==> src/rtl/controle_varredura_servo_pkg.sv <==
// Shared definitions for the servo sweep controller: state encodings,
// position codes, 50 MHz timing defaults and the ping-pong step rule.
package controle_varredura_servo_pkg;

    typedef enum logic [2:0] {
        INICIAL = 3'b000,
        ACOMODA = 3'b001,
        MEDE    = 3'b010,
        AGUARDA = 3'b011,
        PROXIMA = 3'b100
    } estado_t;

    localparam logic [1:0] POS_OFF = 2'b00;
    localparam logic [1:0] POS_MIN = 2'b01;
    localparam logic [1:0] POS_MID = 2'b10;
    localparam logic [1:0] POS_MAX = 2'b11;

    // 0.5 s settling and 1 s acknowledge timeout at 50 MHz
    localparam int unsigned T_ACOMODA_PADRAO = 32'd25_000_000;
    localparam int unsigned T_TIMEOUT_PADRAO = 32'd50_000_000;

    typedef struct packed {
        logic [1:0] posicao;
        logic       sentido;
    } passo_t;

    // Back-and-forth step: reverse at the end stops, landing on the middle position.
    function automatic passo_t passo_vaivem(input logic [1:0] posicao,
                                            input logic       sentido);
        passo_t resultado;
        resultado.posicao = posicao;
        resultado.sentido = sentido;
        if (!sentido) begin
            if (posicao == POS_MAX) begin
                resultado.sentido = 1'b1;
                resultado.posicao = POS_MID;
            end else begin
                resultado.posicao = posicao + 2'd1;
            end
        end else begin
            if (posicao == POS_MIN) begin
                resultado.sentido = 1'b0;
                resultado.posicao = POS_MID;
            end else begin
                resultado.posicao = posicao - 2'd1;
            end
        end
        return resultado;
    endfunction

endpackage

==> src/rtl/controle_varredura_servo_contador_tempo.sv <==
// 32-bit cycle timer: cleared by zera, advanced by conta, fim flags count = M-1.
module contador_tempo #(
    parameter int unsigned M = 32'd4
) (
    input  logic clock,
    input  logic reset,
    input  logic zera,
    input  logic conta,
    output logic fim
);

    logic [31:0] valor;

    // NOTE: state registers use non-blocking assignments so every flop
    // samples pre-edge values regardless of process evaluation order.
    always_ff @(posedge clock or posedge reset) begin
        if (reset) begin
            valor <= '0;
        end else if (zera) begin
            valor <= '0;
        end else if (conta) begin
            valor <= valor + 32'd1;
        end
    end

    assign fim = (valor == 32'(M - 32'd1));

endmodule

==> src/rtl/controle_varredura_servo.sv <==
// Servo sweep controller: steps posicao 01-10-11-10-01..., settles, requests a
// measurement, then waits for medida_ok or a timeout before moving on.
module controle_varredura_servo
    import controle_varredura_servo_pkg::*;
#(
    parameter int unsigned T_ACOMODA = T_ACOMODA_PADRAO,
    parameter int unsigned T_TIMEOUT = T_TIMEOUT_PADRAO
) (
    input  logic       clock,
    input  logic       reset,
    input  logic       ligar,
    input  logic       medida_ok,
    output logic [1:0] posicao,
    output logic       pedir_medida,
    output logic       ativo,
    output logic       sentido,
    output logic       erro,
    output logic [2:0] db_estado
);

    estado_t    estado;
    estado_t    estado_prox;
    logic [1:0] posicao_prox;
    logic       sentido_prox;
    logic       erro_prox;
    logic       fim_acomoda;
    logic       fim_timeout;
    logic       em_acomoda;
    logic       em_aguarda;
    passo_t     passo;

    assign em_acomoda = (estado == ACOMODA);
    assign em_aguarda = (estado == AGUARDA);

    // Each timer is held at zero outside its own state, so it starts from 0
    // on every entry and ACOMODA lasts exactly T_ACOMODA cycles.
    contador_tempo #(.M(T_ACOMODA)) u_tempo_acomoda (
        .clock (clock),
        .reset (reset),
        .zera  (!em_acomoda),
        .conta (em_acomoda),
        .fim   (fim_acomoda)
    );

    contador_tempo #(.M(T_TIMEOUT)) u_tempo_timeout (
        .clock (clock),
        .reset (reset),
        .zera  (!em_aguarda),
        .conta (em_aguarda),
        .fim   (fim_timeout)
    );

    always_ff @(posedge clock or posedge reset) begin
        if (reset) begin
            estado  <= INICIAL;
            posicao <= POS_OFF;
            sentido <= 1'b0;
            erro    <= 1'b0;
        end else begin
            estado  <= estado_prox;
            posicao <= posicao_prox;
            sentido <= sentido_prox;
            erro    <= erro_prox;
        end
    end

    assign passo = passo_vaivem(posicao, sentido);

    // NOTE: every variable gets a default before the case so no path
    // leaves one unassigned, which would infer a latch.
    always_comb begin
        estado_prox  = estado;
        posicao_prox = posicao;
        sentido_prox = sentido;
        erro_prox    = erro;
        unique case (estado)
            INICIAL: begin
                posicao_prox = POS_OFF;
                if (ligar) begin
                    posicao_prox = POS_MIN;
                    sentido_prox = 1'b0;
                    erro_prox    = 1'b0;
                    estado_prox  = ACOMODA;
                end
            end
            ACOMODA: begin
                if (fim_acomoda) begin
                    estado_prox = MEDE;
                end
            end
            MEDE: begin
                estado_prox = AGUARDA;
            end
            AGUARDA: begin
                // An acknowledge arriving on the timeout cycle still counts as success.
                if (medida_ok) begin
                    estado_prox = PROXIMA;
                end else if (fim_timeout) begin
                    erro_prox   = 1'b1;
                    estado_prox = PROXIMA;
                end
            end
            PROXIMA: begin
                if (!ligar) begin
                    posicao_prox = POS_OFF;
                    sentido_prox = 1'b0;
                    estado_prox  = INICIAL;
                end else begin
                    posicao_prox = passo.posicao;
                    sentido_prox = passo.sentido;
                    estado_prox  = ACOMODA;
                end
            end
            default: begin
                posicao_prox = POS_OFF;
                sentido_prox = 1'b0;
                estado_prox  = INICIAL;
            end
        endcase
    end

    assign pedir_medida = (estado == MEDE);
    assign ativo        = (estado != INICIAL);
    assign db_estado    = estado;

endmodule

==> config.mk <==
export PLATFORM = sky130hd
export DESIGN_NAME = controle_varredura_servo
export DESIGN_NICKNAME = d
export VERILOG_FILES = /design/src/rtl/controle_varredura_servo_pkg.sv /design/src/rtl/controle_varredura_servo_contador_tempo.sv /design/src/rtl/controle_varredura_servo.sv
export SDC_FILE = /design/constraint.sdc
export NUM_CORES = 1
export LEC_CHECK = 0
export CORE_MARGIN = 2
export CORE_UTILIZATION = 55
export DETAILED_ROUTE_END_ITERATION = 16
export HOLD_SLACK_MARGIN = 0.06
export PLACE_DENSITY = 0.77
export SETUP_SLACK_MARGIN = 0.02
export SLEW_MARGIN = 10
export SYNTH_ARGS = -nofsm -noshare
export SYNTH_HDL_FRONTEND = slang
export SYNTH_SLANG_ARGS = --single-unit
==> constraint.sdc <==
create_clock -name clock -period 2.55 [get_ports clock]
set_clock_uncertainty 0.05 [all_clocks]
set_input_delay 0.255 -clock clock [delete_from_list [all_inputs] [get_ports clock]]
set_output_delay 0.255 -clock clock [all_outputs]
set_load 0.03 [all_outputs]
==> results.md <==
* Status: finished, final reports clean
* Most common cell after layout, fill and taps aside: dfrtp_1
* Max Clk Rate at 0.441 GHz
* Largest net degree at the start of global routing at just over 70
* DR iter-0 viols at 228
* Top Layer Used: met4
* Slew at the pin closest to its max-slew limit at 0.578 ns
* First-pass GRT wire length at approximately 12 mm
* Slowest-stage cell, CP: clkdlybuf4s50_1
* Startpoint class of the critical path: flop
* GRT Overall Usage at between 20% and 30%
* Setup TNS at 0 ns
* CTS buffer count at 9
* VDD IR max at ~0.74 mV
* Metal3 WL at approximately 260 um
* Arr. time, crit path at 1.96 ns
* Netlist cell types at 43
* Initial Utilization at between 50% and 60%
* Number of gates resized after CTS at 0
* Post-CTS setup buffer count at 0
* # IOs at 13
* CTS H-tree lvls at 3
* Clock Pin Slew Worst Setup and Hold Paths at 0.07 ns
* Max-Slew Margin vs Limit at 61.4%
* Number of buffers on the longest clock path at 2
* Worst Hold Class: in2async
* Final WL at 6.95 mm
* Die Y at roughly 85 um
* DR WL met2 at roughly 3.3 mm
* Setup crit end kind: output port
* CTS tree: done
* Sink Count at 71
* Gr ovfl total at 0
* Unrepaired setup endpoints after global routing: false
* FF+latch count, synth at roughly 70
* Final HPWL DP at between 4 and 5 mm
* Leading cell types in the layout, fill and taps excluded: 71 x dfrtp_1, 63 x nor2_1, 32 x xor2_1
* Syn nets at about 380
* Post-Route Utilization at between 60% and 70%
* Routability cong. at ~0.8
* WL per Instance at 14.7 um
* Cts hold-fix bufs at 0
* Slew Viols, Final at 0
* Syn avg cell area at 9.62 sq um
* Layout Nets at around 400
* WS Path Type: reg2out
* Power per cell area at around 700 nW/um^2
* Diodes inserted at 0
* Post-synthesis cell area at 3570 sq um
* Vias per cell at just under 6
* Design Area, Final at approximately 4000 sq um
* Sequential fraction of the synthesis area at 49.8%
* Clock root buffer: clkbuf_8
* TritonRoute pass-1 iters at 4
* CP Data Required Time at between 2 and 2.5 ns
* Crit-path max cell delay at 0.75 ns
* Initial antenna violation count at 0
* Post-Syn Instances at 371
* Area delta synth->final at 12.5%
* Tmin final at 2.27 ns
* Yosys warnings at 0
* IO buf count at 12
* Max Cap Viol at 0
* Final period utilization at between 80 and 90%
* Final ANT Viol Nets at 0
* Final Power at 2820 uW
* Worst-path cell chain: nor3b_1 > clkdlybuf4s50_1
* Vias in the first global route at roughly 2600
* WL met1 at around 3.4 mm
* Row count at 29
* Placed cell area at 3810 sq um
* Via count at between 2000 and 3000
* Worst skew pair latency at ~0.35 ns
* Final hold violation count at 0
* Die area at ~7100 sq um
* Core Box Area at between 6000 and 7000 sq um
* # DRC at 0
* CP max FO at 13
* Leakage power at approximately 0.0016 uW
* Die width at about 85 um
* Share of layout cells above drive strength 1 at about 8.6%
* Final Setup Violations at 0
final timing paths:
check                                               from                        end  slack, ns  depth (start not counted)
worst max-delay path                        db_estado[2]               pedir_medida       0.28                          2
worst min-delay path                               reset   u_tempo_timeout.valor[3]       0.25                          3
worst max register to register  u_tempo_acomoda.valor[7]  u_tempo_acomoda.valor[31]       0.56                          5
worst min register to register  u_tempo_acomoda.valor[0]   u_tempo_acomoda.valor[0]       0.43                          1
max in group asynchronous                          reset   u_tempo_acomoda.valor[6]       1.91                          3
min in group clock              u_tempo_acomoda.valor[0]   u_tempo_acomoda.valor[0]       0.43                          1
logic make-up after synthesis:
| kind of cell | after synthesis | synth area share [%] |
|---|---|---|
| buffers and inverters | 18 | 1.89 |
| adder cells (fa/ha/maj) | 2 | 0.701 |
| AO/OA/AOI/OAI | 34 | 5.51 |
| XOR/XNOR | 47 | 11.5 |
| multiplexers | 2 | 0.596 |
| AND/OR/NAND/NOR | 197 | 30.0 |
| flip-flops | 71 | 49.8 |
area by class of cell:
| class | instances | area (sq um) |
|---|---|---|
| clock buffer | 10 | 138 |
| clock inverter | 5 | 58.8 |
| fill | 513 | 2300 |
| inverter | 7 | 26.3 |
| multi-input combinational | 282 | 1720 |
| sequential | 71 | 1780 |
| tap | 77 | 96.3 |
| timing repair buffer | 20 | 193 |
flip-flops by register name, indices dropped and copies added, names as in the netlist:
register,cells
u_tempo_acomoda.valor,32
sentido,1
db_estado,3
u_tempo_timeout.valor,32
erro,1
posicao,2
synthesized netlist by cell type (all sizes together):
cell,instances,share of area [%]
o31ai,3,0.63
or3,9,1.6
nor4,7,1.6
inv,7,0.74
and2,4,0.70
mux2,1,0.32
xnor2,15,3.7
nand2,28,2.9
and3b,1,0.25
o21a,2,0.42
dfrtp,71,50
ha,2,0.70
xor2,32,7.9
nor3,8,1.4
nor4b,1,0.25
and4,6,1.5
o21ai,12,1.7
and3,6,1.1
buf,1,0.11
mux2i,1,0.28
nor2,64,6.8
or3b,1,0.25
and4b,1,0.28
nor4bb,2,0.56
nand4,17,3.6
nor3b,2,0.42
o22ai,1,0.18
nand3b,2,0.42
or4,7,1.5
clkbuf,10,1.1
nand4b,1,0.25
o221ai,1,0.25
a21oi,12,1.7
o211ai,2,0.42
nand3,30,4.6
a31o,1,0.25
per-stage QoR:
| step | worst slack (ns) | hold slack [ns] | std cells |
|---|---|---|---|
| 6_report | 0.282 | 0.249 | 472 |
| 5_1_grt | 0.215 | 0.279 | 472 |
| 4_1_cts | 0.273 | 0.255 | 472 |
| 3_5_place_dp | 0.582 | 0.420 | 457 |
| 3_3_place_gp | 0.632 | 0.404 | 457 |
| 2_1_floorplan | 0.448 | 0.302 | 371 |
critical path: cells and delay by family (launching register included):
kind,cells,cell delay [ns]
buffers and inverters,1,0.75
flip-flops,1,0.51
AND/OR/NAND/NOR,1,0.36
routing by layer:
layer | track usage (%) | vias to the layer above
li1 | - | 1338
met1 | 30.9 | 1370
met2 | 31.9 | 45
met3 | 6.00 | 6
met4 | 6.06 | 0
met5 | 0 | -
where the power goes:
part | total, uW | leakage, uW | switching [uW] | internal (uW)
Combinational | 640 | 0.000559 | 416 | 224
Sequential | 1280 | 0.000983 | 93.2 | 1190
Clock | 899 | 0.0000944 | 426 | 473
Total | 2820 | 0.00164 | 935 | 1880
(Power assumes the default switching activity.)
